`config.mk`:
```
export PLATFORM = sky130hd
export DESIGN_NAME = cc_frame_driver
export DESIGN_NICKNAME = d
export VERILOG_FILES = /design/src/rtl/cc_pkg.sv /design/src/rtl/cc_frame_driver.sv
export SDC_FILE = /design/constraint.sdc
export NUM_CORES = 1
export LEC_CHECK = 0
export ABC_AREA = 1
export CAP_MARGIN = 25
export CELL_PAD_IN_SITES_DETAIL_PLACEMENT = 1
export CELL_PAD_IN_SITES_GLOBAL_PLACEMENT = 1
export CORE_ASPECT_RATIO = 2
export CORE_MARGIN = 4
export CORE_UTILIZATION = 37
export DETAILED_ROUTE_END_ITERATION = 12
export HOLD_SLACK_MARGIN = 0.02
export PLACE_DENSITY = 0.95
export SYNTH_ARGS = -nofsm -noshare
export SYNTH_HDL_FRONTEND = slang
export SYNTH_SLANG_ARGS = --single-unit
```
`constraint.sdc`:
```
create_clock -name clk -period 2.7 [get_ports clk]
set_clock_uncertainty 0.05 [all_clocks]
set_input_delay 0.54 -clock clk [delete_from_list [all_inputs] [get_ports clk]]
set_output_delay 0.54 -clock clk [all_outputs]
set_load 0.02 [all_outputs]
```
`src/rtl/cc_pkg.sv`:
```
// Shared types and widths for the CC operand bus and its frame driver.
package cc_pkg;

   localparam int CC_NUM_OPS = 6;
   localparam int CC_OP_W    = 4;
   localparam int CC_RES_W   = 10;
   localparam int CC_OPT_W   = 3;

   typedef enum logic [1:0] {
      IDLE,
      LOAD,
      WAIT,
      OUT
   } cc_drv_state_t;

endpackage

```
`src/rtl/cc_frame_driver.sv`:
```
// Assembles a six-operand frame from nibble beats, holds it stable on the CC bus,
// captures CC's result after RESP_LAT cycles and hands it off over valid/ready.
module cc_frame_driver
   import cc_pkg::*;
#(
   parameter int unsigned RESP_LAT = 1
) (
   input  logic                clk,
   input  logic                rst,
   input  logic                in_valid,
   output logic                in_ready,
   input  logic [CC_OP_W-1:0]  in_data,
   input  logic [CC_OPT_W-1:0] in_opt,
   input  logic                in_equ,
   output logic [CC_OP_W-1:0]  cc_n0,
   output logic [CC_OP_W-1:0]  cc_n1,
   output logic [CC_OP_W-1:0]  cc_n2,
   output logic [CC_OP_W-1:0]  cc_n3,
   output logic [CC_OP_W-1:0]  cc_n4,
   output logic [CC_OP_W-1:0]  cc_n5,
   output logic [CC_OPT_W-1:0] cc_opt,
   output logic                cc_equ,
   input  logic [CC_RES_W-1:0] cc_out_n,
   output logic                out_valid,
   input  logic                out_ready,
   output logic [CC_RES_W-1:0] out_value
);

   cc_drv_state_t       state_q;
   logic [2:0]          beat_q;
   logic [2:0]          wait_q;
   logic                in_ready_q;
   logic                out_valid_q;
   logic [CC_RES_W-1:0] out_value_q;
   logic [CC_OPT_W-1:0] opt_q;
   logic                equ_q;
   logic [CC_OP_W-1:0]  ops_q [CC_NUM_OPS];
   logic                accept;

   // in_ready is a flop, so it stays low through reset and rises one edge later.
   assign accept = in_valid && in_ready_q;

   always_ff @(posedge clk or posedge rst) begin
      if (rst) begin
         state_q     <= IDLE;
         beat_q      <= '0;
         wait_q      <= '0;
         in_ready_q  <= 1'b0;
         out_valid_q <= 1'b0;
         out_value_q <= '0;
         opt_q       <= '0;
         equ_q       <= 1'b0;
         // NOTE: the operand array is reset too, because an aborted frame must leave no residue on the CC bus.
         for (int k = 0; k < CC_NUM_OPS; k++) begin
            ops_q[k] <= '0;
         end
      end else begin
         // NOTE: every state register uses <= so all updates see pre-edge values.
         case (state_q)
            IDLE: begin
               in_ready_q <= 1'b1;
               if (accept) begin
                  ops_q[0] <= in_data;
                  opt_q    <= in_opt;
                  equ_q    <= in_equ;
                  beat_q   <= 3'd1;
                  state_q  <= LOAD;
               end
            end
            LOAD: begin
               if (accept) begin
                  for (int k = 1; k < CC_NUM_OPS; k++) begin
                     if (beat_q == 3'(k)) begin
                        ops_q[k] <= in_data;
                     end
                  end
                  if (beat_q == 3'(CC_NUM_OPS - 1)) begin
                     beat_q     <= '0;
                     wait_q     <= 3'(RESP_LAT - 1);
                     in_ready_q <= 1'b0;
                     state_q    <= WAIT;
                  end else begin
                     beat_q <= beat_q + 3'd1;
                  end
               end
            end
            WAIT: begin
               if (wait_q == 3'd0) begin
                  out_value_q <= cc_out_n;
                  out_valid_q <= 1'b1;
                  state_q     <= OUT;
               end else begin
                  wait_q <= wait_q - 3'd1;
               end
            end
            OUT: begin
               if (out_ready) begin
                  out_valid_q <= 1'b0;
                  in_ready_q  <= 1'b1;
                  state_q     <= IDLE;
               end
            end
            default: begin
               state_q <= IDLE;
            end
         endcase
      end
   end

   assign in_ready  = in_ready_q;
   assign out_valid = out_valid_q;
   assign out_value = out_value_q;
   assign cc_opt    = opt_q;
   assign cc_equ    = equ_q;
   assign cc_n0     = ops_q[0];
   assign cc_n1     = ops_q[1];
   assign cc_n2     = ops_q[2];
   assign cc_n3     = ops_q[3];
   assign cc_n4     = ops_q[4];
   assign cc_n5     = ops_q[5];

endmodule

```
Word level (Yosys, flattened, before mapping)
Index checks and enable logic that the tools add are counted.
{"block": "word_totals", "reg_bits": 48, "input_bits": 22, "output_inout_bits": 40, "word_cells": 70}
{"block": "op_classes", "addsub": 2, "eq_ne": 14, "mux": 21, "n_reduce_logical": 19}
{"cell": "AND reduction 3 bit", "count": 7}
{"cell": "2-to-1 mux 3 bit", "count": 6}
{"cell": "!= test 2 bit, second input constant", "count": 6}
{"cell": "one-hot mux 3 bit (2 select lines)", "count": 2}
{"cell": "2-to-1 mux 2 bit", "count": 5}
{"cell": "one-hot mux 2 bit (4 select lines)", "count": 1}
{"cell": "AND reduction 4 bit", "count": 2}
{"cell": "== test 3 x 2 -> 1 bit, second input constant", "count": 2}
{"cell": "== test 3 bit, second input constant", "count": 2}
{"cell": "nonzero test 2 bit", "count": 3}
{"cell": "2-to-1 mux 1 bit", "count": 5}
{"cell": "AND reduction 5 bit", "count": 1}
{"cell": "== test 2 bit, second input constant", "count": 2}
{"cell": "AND reduction 2 bit", "count": 2}
{"cell": "adder 3 x 1 -> 3 bit, second input constant", "count": 1}
{"cell": "== test 3 x 1 -> 1 bit, second input constant", "count": 1}
{"cell": "zero test 3 bit", "count": 1}
{"cell": "one-hot mux 1 bit (3 select lines)", "count": 1}
{"cell": "nonzero test 3 bit", "count": 1}
{"cell": "subtractor 3 x 1 -> 3 bit, second input constant", "count": 1}
{"cell": "== test 2 x 1 -> 1 bit, second input constant", "count": 1}
{"cell": "zero test 2 bit", "count": 1}
{"cell": "one-hot mux 1 bit (2 select lines)", "count": 1}
{"cell": "logical AND 1 bit", "count": 1}

Longest topological paths before layout
Gate-level depths: netlist (run 1).
{"block": "logic_depth", "word_depth": 4, "ltp_mapped": 10, "depth_no_buf": 10}

Worst setup path before layout (run 1)
Ideal clock, no wire load.
{"block": "synth_timing", "path_kind": "register to register", "from": "reg state_q[1]", "to": "reg ops_q (netlist bit cc_n1[3])", "setup_ns": 0.124, "arrival_time_ns": 1.222, "t_required_ns": 2.526, "setup_slack_ns": 1.305, "path_stages_with_launch": 8, "path_buffers": 0, "period_less_slack_ns": 1.395, "cell_sequence": "dfrtp_1 inv_1 ha_1 inv_2 nor2_8 nand3_4 nand2_1 o21ai_1"}
{"block": "synth_via", "elab_chain_cells": 2}
{"item": "start: declaration", "line": "cc_frame_driver.sv:29", "source": "cc_drv_state_t state_q;"}
{"item": "start signal: assignment", "line": "cc_frame_driver.sv:45", "source": "state_q <= IDLE;"}
{"item": "start signal: assignment", "line": "cc_frame_driver.sv:67", "source": "state_q <= LOAD;"}
{"item": "start signal: assignment", "line": "cc_frame_driver.sv:81", "source": "state_q <= WAIT;"}
{"item": "== test 2 x 1 -> 1 bit", "line": "cc_frame_driver.sv:59", "source": "case (state_q)"}
{"item": "AND reduction 3 bit (no line)"}
{"item": "end signal: indexed assignment", "line": "cc_frame_driver.sv:74", "source": "ops_q[k] <= in_data;"}
{"item": "end: declaration", "line": "cc_frame_driver.sv:37", "source": "logic [CC_OP_W-1:0] ops_q [CC_NUM_OPS];"}
Every way passes these cells.
A chain may end at the register's enable or synchronous reset.

Worst setup path after layout (run 1)
{"block": "layout_timing", "from": "reg in_ready_q (netlist: in_ready)", "to": "out in_ready"}
{"item": "start: declaration", "line": "cc_frame_driver.sv:32", "source": "logic in_ready_q;"}
{"item": "start signal: assignment", "line": "cc_frame_driver.sv:48", "source": "in_ready_q <= 1'b0;"}
{"item": "start signal: assignment", "line": "cc_frame_driver.sv:61", "source": "in_ready_q <= 1'b1;"}
{"item": "start signal: assignment", "line": "cc_frame_driver.sv:80", "source": "in_ready_q <= 1'b0;"}
{"item": "end: declaration", "line": "cc_frame_driver.sv:11", "source": "output logic in_ready,"}
No word-level cell between the ends.

==> results of run 1 <==
[stage by stage]
stage,hold slack [ps],worst slack [ps],utilization,instances
6_report,430,762,0.528,360
5_1_grt,471,709,0.528,360
4_1_cts,439,745,0.528,360
3_5_place_dp,412,808,0.508,352
3_3_place_gp,404,875,0.508,352
2_1_floorplan,392,966,-,233
[power groups by stage]
stage,Sequential [W],Combinational [W],Clock [W]
global route,0.00128,0.00200,0.000557
floorplan,0.00152,0.000745,0
detailed placement,0.00125,0.00181,0
global placement,0.00122,0.00173,0
CTS,0.00124,0.00183,0.000528
finish,0.00124,0.00180,0.000524
[state kept, by name, indices dropped and copies added, names as in the netlist]
signal	flops
beat_q	3
cc_n0	4
cc_n3	4
in_ready	1
cc_equ	1
out_valid	1
state_q	2
cc_n4	4
cc_n1	4
out_value	10
cc_n2	4
wait_q	3
cc_n5	4
cc_opt	3
[worst min-delay path, stage by stage (launching register included)]
cell and delay [ps]:
dfrtp_1 350, nand2_1 60, nand2_1 50
[cells in the mapped netlist]
master    number  area, um^2
nand4_1        3        18.8
o22ai_1        2        12.5
dfrtp_1       48        1200
nand2_2        1        6.26
nand2_1       89         334
o21ai_0        6        30.0
nor2_8         1        20.0
clkbuf_1       1        3.75
a21oi_1        2        10.0
inv_1         21        78.8
inv_2          2        7.51
nand3_1        9        45.0
or2_2          1        6.26
o21ai_1       21         105
nor2_1        12        45.0
nand2_4        2        22.5
buf_2          2        10.0
nand3_4        3        52.6
ha_1           7        87.6
[area by class of cell]
| cell class | instances | area, um^2 | share of cell area |
|---|---|---|---|
| Sequential cell | 48 | 1200 | 0.416 |
| Multi-Input combinational cell | 159 | 796 | 0.276 |
| Timing Repair Buffer | 62 | 618 | 0.214 |
| Inverter | 23 | 86.3 | 0.0299 |
| Tap cell | 60 | 75.1 | 0.0260 |
| Clock buffer | 5 | 68.8 | 0.0238 |
| Clock inverter | 3 | 42.5 | 0.0147 |
[layer usage]
layer,routed length (um),vias to the layer above,GRT usage
met1,2180,896,0.203
li1,-,862,-
met3,257,12,0.0271
met4,164,0,0.0767
met2,3230,47,0.325
met5,0,-,0
[logic make-up after synthesis]
kind of cell               count (synthesis)  synth area share
and+or+nand+nor                          121             0.263
AOI/OAI and AO/OA                         31            0.0752
DFF                                       48             0.573
adders and majority gates                  7            0.0418
buffers and inverters                     26            0.0477
[path summary, 6_finish.rpt]
path,startpoint,cells after the start,endpoint
worst max register to register,wait_q[0]$_DFFE_PP0P_,7,out_value[3]$_DFFE_PP0P_
max in group asynchronous,rst,3,cc_n2[2]$_DFFE_PP0P_
worst min register to register,wait_q[2]$_DFFE_PP0P_,2,wait_q[2]$_DFFE_PP0P_
worst max-delay path,in_ready$_DFFE_PP0P_,1,in_ready
min in group asynchronous,rst,3,out_value[1]$_DFFE_PP0P_
worst min-delay path,wait_q[2]$_DFFE_PP0P_,2,wait_q[2]$_DFFE_PP0P_
==> summary.md, run 1 <==
| Metric | Value |
|---|---|
| Later-pin clock latency in the skew report | `approximately 300 ps` |
| Max stage delay on crit path | `630 ps` |
| Critical-path cell list | `clkdlybuf4s50_1` |
| Initial drt markers | `83` |
| Clk network pwr share | `0.147` |
| Largest net degree at the start of global routing | `49` |
| Critical path's slowest cell | `clkdlybuf4s50_1` |
| Vias/cell | `slightly above 5` |
| # resized after CTS | `0` |
| Pwr/cell area | `1230 nW/um^2` |
| Clk root buf | `clkbuf_8` |
| CTS tree | `yes` |
| Residual DRC | `0` |
| Die H | `approximately 110 um` |
| Number of global-route vias before repair | `1,974` |
| Placeable Area | `approximately 5500 um^2` |
| Clock Path Buffers | `2` |
| Fill cells | `644` |
| Delay-heaviest family, CP | `buffers and inverters` |
| Initial Util | `0.384` |
| Tot GR Track Use | `0.182` |
| R2R Setup Slk | `940 ps` |
| Synth Cell Area | `approximately 2100 um^2` |
| P&R area growth vs syn | `37.7%` |
| Slew @ Worst Pin | `~620 ps` |
| Yosys Warn Count | `0` |
| Setup tns final | `0 ps` |
| Hold_buf cts | `0` |
| # port buffers | `between 60 and 70` |
| Nets | `around 330` |
| Period utilization | `0.718` |
| Clock sink total | `48` |
| Commonest non-fill, non-tap cell in the layout | `nand2_1` |
| Commonest cells after routing, fill and taps aside | `nand2_1, clkdlybuf4s50_1, dfrtp_1` |
| Hold Crit Class | `reg2reg` |
| Routed wire per std cell | `16.2 um` |
| CP Launch Type | `flip-flop` |
| Worst Setup End Kind | `primary output` |
| Max Clk Rate | `516 MHz` |
| LEAKAGE | `roughly 1.4 nW` |
| Placer congestion estimate | `0.784` |
| Design Power | `~0.0036 W` |
| Final Cell Area | `2890 um^2` |
| Die width | `61.2 um` |
| Routed vias | `roughly 1.8k` |
| CTS H-tree lvls | `2` |
| WP buf/inv | `1` |
| Worst relative slew slack | `0.590` |
| RSZ-0062 raised after global routing | `false` |
| CTS Buf Count | `5` |
| Final WL | `5.84 mm` |
| Setup violations, final | `0` |
| Routed Antenna Nets | `0` |
| Worst path arrival time | `around 1400 ps` |
| # Post-CTS Setup Buffers | `0` |
| Status | `complete, no violations` |
| Slew Limit Fails | `0` |
| Mapped Avg Cell Area | `between 9 and 10 um^2` |
| P_sw | `0.00150 W` |
| Clock slew at reported path FFs | `~90 ps` |
| Initial antenna violation count | `0` |
| Post-DP Area | `roughly 2800 um^2` |
| Synthesized flop and latch total | `between 40 and 50` |
| Row count | `38` |
| Drt pass-1 iters | `4` |
| Flop pwr share | `0.347` |
| Switching Share | `0.422` |
| Register area share after synthesis | `0.573` |
| Max Cap Viol | `0` |
| Post-Syn Nets | `approximately 260` |
| Minimum clock period | `~1900 ps` |
| Ant diodes | `0` |
| VDD IR-drop max | `between 0.0007 and 0.0008 V` |
| Int Power | `0.00206 W` |
| Hpwl dp | `around 4.5 mm` |
| Die area | `about 7000 um^2` |
| Critical path class | `reg2out` |
| Layout cells sized above 1 | `0.0667` |
| Req. time, crit path | `2110 ps` |
| First-pass GRT wire length | `between 9 and 10 mm` |
| Final hold violations | `0` |
| GRT overflow | `0` |
| CP Max Fanout | `3` |
| Io pins | `62` |
| Gate power share | `0.506` |
| Yosys cell types | `19` |
| Syn Inst Count | `~230` |
Power figures use the tool's default switching activity.
==> run 2, diff against run 1 <==
--- a/config.mk
+++ b/config.mk
@@ -11,10 +11,10 @@
 export CELL_PAD_IN_SITES_GLOBAL_PLACEMENT = 1
 export CORE_ASPECT_RATIO = 2
 export CORE_MARGIN = 4
-export CORE_UTILIZATION = 37
+export CORE_UTILIZATION = 34
 export DETAILED_ROUTE_END_ITERATION = 12
 export HOLD_SLACK_MARGIN = 0.02
-export PLACE_DENSITY = 0.95
+export PLACE_DENSITY = 0.89
 export SYNTH_ARGS = -nofsm -noshare
 export SYNTH_HDL_FRONTEND = slang
 export SYNTH_SLANG_ARGS = --single-unit
==> constraint.sdc (replaced) <==
create_clock -name clk -period 2 [get_ports clk]
set_clock_uncertainty 0.05 [all_clocks]
set_input_delay 0.4 -clock clk [delete_from_list [all_inputs] [get_ports clk]]
set_output_delay 0.4 -clock clk [all_outputs]
set_load 0.02 [all_outputs]
==> run 2 against run 1 <==
Effect of this change:
- critical path depth is the same
- total power increased by 43%
- die area rose by 7.9%
- register-to-register slack got worse by 560 ps
- sequential power grew 34%
- clock-buffer cell count is 1 higher
- worst setup slack worse by 540 ps
- wire length hardly changed
- global-route usage is 1.8 points lower
- critical path type unchanged
- critical endpoint unchanged
- highest routed layer unchanged
==> summary.md, run 2 (synthesized netlist as in run 1, its figures left out) <==
| Metric | Value |
|---|---|
| Status | `complete, no violations` |
| Clock sink total | `48 (unchanged)` |
| Final WL | `5.83 mm (about the same)` |
| Clock slew at reported path FFs | `60 ps (-30 ps)` |
| Delay-heaviest family, CP | `buffers and inverters` |
| Critical path class | `reg2out` |
| Flop pwr share | `0.326 (-0.021)` |
| Drt pass-1 iters | `4 (unchanged)` |
| CP Max Fanout | `3 (unchanged)` |
| P_sw | `0.00204 W (+36%)` |
| # resized after CTS | `0 (unchanged)` |
| Req. time, crit path | `1550 ps (-560 ps)` |
| # Post-CTS Setup Buffers | `0 (unchanged)` |
| First-pass GRT wire length | `9.74 mm (+1.9%)` |
| Clk root buf | `clkbuf_16` |
| Placer congestion estimate | `0.752 (-4.2%)` |
| Period utilization | `0.889` |
| Residual DRC | `0 (unchanged)` |
| Commonest non-fill, non-tap cell in the layout | `nand2_1` |
| Hpwl dp | `4.46 mm (-0.32%)` |
| Post-DP Area | `2800 um^2 (+0.86%)` |
| Number of global-route vias before repair | `1,911 (-3.2%)` |
| Nets | `329 (+0.30%)` |
| Max Clk Rate | `around 560 MHz` |
| CP Launch Type | `flip-flop` |
| Worst Setup SP | `in_ready$_DFFE_PP0P_` |
| Largest net degree at the start of global routing | `49 (unchanged)` |
| Int Power | `0.00305 W (+49%)` |
| Cell Count, Final, Fillers Out | `364 (+1.1%)` |
| P&R area growth vs syn | `42.0%` |
| Setup tns final | `0 ps (unchanged)` |
| Fill cells | `700 (+8.7%)` |
| Placed Cells | `356 (+1.1%)` |
| CTS Buf Count | `5 (unchanged)` |
| Row count | `40 (+5.3%)` |
| Initial Util | `0.349 (-0.0344)` |
| Later-pin clock latency in the skew report | `280 ps (-20 ps)` |
| # port buffers | `61 (unchanged)` |
| Worst path arrival time | `1330 ps (-20 ps)` |
| CTS H-tree lvls | `2 (unchanged)` |
| Setup violations, final | `0 (unchanged)` |
| Critical-path cell list | `clkdlybuf4s50_1` |
| Worst Setup End Kind | `primary output` |
| Ant diodes | `0 (unchanged)` |
| Initial antenna violation count | `0 (unchanged)` |
| Clock Path Buffers | `2 (unchanged)` |
| Final hold violations | `0 (unchanged)` |
| Placeable Area | `6010 um^2 (+9.8%)` |
| Commonest cells after routing, fill and taps aside | `nand2_1, clkdlybuf4s50_1, dfrtp_1` |
| WP buf/inv | `1 (unchanged)` |
| CTS tree | `yes` |
| VDD IR-drop max | `0.000564 V (-22%)` |
| Reg2reg start | `state_q[1]$_DFFE_PP0P_` |
| Worst relative slew slack | `0.766 (+0.176)` |
| LEAKAGE | `1.45 nW (+3.0%)` |
| Die area | `7560 um^2 (+7.9%)` |
| Final Cell Area | `2980 um^2 (+3.1%)` |
| Clk network pwr share | `0.190 (+0.043)` |
| Slew Limit Fails | `0 (unchanged)` |
| Slew @ Worst Pin | `352 ps (-264 ps)` |
| Die H | `119 um (+4.0%)` |
| Routed vias | `1,805 (-0.66%)` |
| Gate power share | `0.484 (-0.022)` |
| Hold_buf cts | `0 (unchanged)` |
| Hold Crit Class | `in2async` |
| Routed wire per std cell | `16.0 um (-1.1%)` |
| Routed Antenna Nets | `0 (unchanged)` |
| Initial drt markers | `98 (+18%)` |
| Worst Hold Slack | `417 ps (-12.7 ps)` |
| Critical path's slowest cell | `clkdlybuf4s50_1` |
| Number of flip-flops in the largest register | `10 (unchanged)` |
| Io pins | `62 (unchanged)` |
| Max stage delay on crit path | `630 ps (about the same)` |
| Tot GR Track Use | `0.163 (-0.0185)` |
| Pwr/cell area | `1710 nW/um^2 (+39%)` |
| Minimum clock period | `between 1500 and 2000 ps` |
| RSZ-0062 raised after global routing | `false` |
| Layout cells sized above 1 | `0.0698 (+0.00310)` |
| Vias/cell | `4.96 (-1.8%)` |
| Max Cap Viol | `0 (unchanged)` |
| Switching Share | `0.400 (-0.0219)` |
| GRT overflow | `0 (unchanged)` |
| Die width | `63.5 um (+3.7%)` |
[run 2: cell count changes in the layout (fill, tap and decap cells not counted)]
cell / before / now
clkbuf_16: 0 / 5
clkbuf_8: 5 / 1
buf_12: 0 / 1
clkinv_2: 1 / 0
clkinv_4: 0 / 1
clkinvlp_4: 1 / 0
[run 2: metrics by stage]
stage	total power (W)	setup WS (ps)	utilization
after floorplan	0.00305	406	-
after global placement	0.00403	298	0.466
after detailed placement	0.00416	246	0.466
after CTS	0.00517	206	0.496
after global routing	0.00546	162	0.496
final	0.00509	223	0.496
[run 2: area by class of cell]
cell class	instances	area, um^2	area share
inverter	23	86.3	0.0290
sequential	48	1200	0.403
timing repair buffer	63	638	0.214
tap	63	78.8	0.0265
multi-input combinational	159	796	0.267
clock inverter	2	38.8	0.0130
clock buffer	6	139	0.0466
[run 2: routing by layer]
| metal | global-route usage | part of all wire |
|---|---|---|
| met1 | 0.183 | 0.38 |
| met5 | 0 | 0 |
| met3 | 0.0245 | 0.027 |
| met2 | 0.301 | 0.58 |
| met4 | 0.0650 | 0.019 |
[run 2: final timing paths]
| kind | to | slack (ps) | cells after the start |
|---|---|---|---|
| max | in_ready | 220 | 1 |
| min | cc_n3[3]$_DFFE_PP0P_ | 420 | 3 |
| max reg2reg | cc_n4[3]$_DFFE_PP0P_ | 380 | 7 |
| min reg2reg | cc_opt[0]$_DFFE_PP0P_ | 420 | 2 |
| max in group asynchronous | wait_q[0]$_DFFE_PP0P_ | 1250 | 3 |
| min in group clk | cc_opt[0]$_DFFE_PP0P_ | 420 | 2 |
[run 2: power groups by stage]
stage / Clock (W) / Sequential (W) / Combinational [W]
floorplan: 0 / 0.00205 / 0.00101
global placement: 0 / 0.00165 / 0.00238
detailed placement: 0 / 0.00167 / 0.00249
CTS: 0.000994 / 0.00167 / 0.00251
global route: 0.00104 / 0.00173 / 0.00270
finish: 0.000968 / 0.00166 / 0.00247
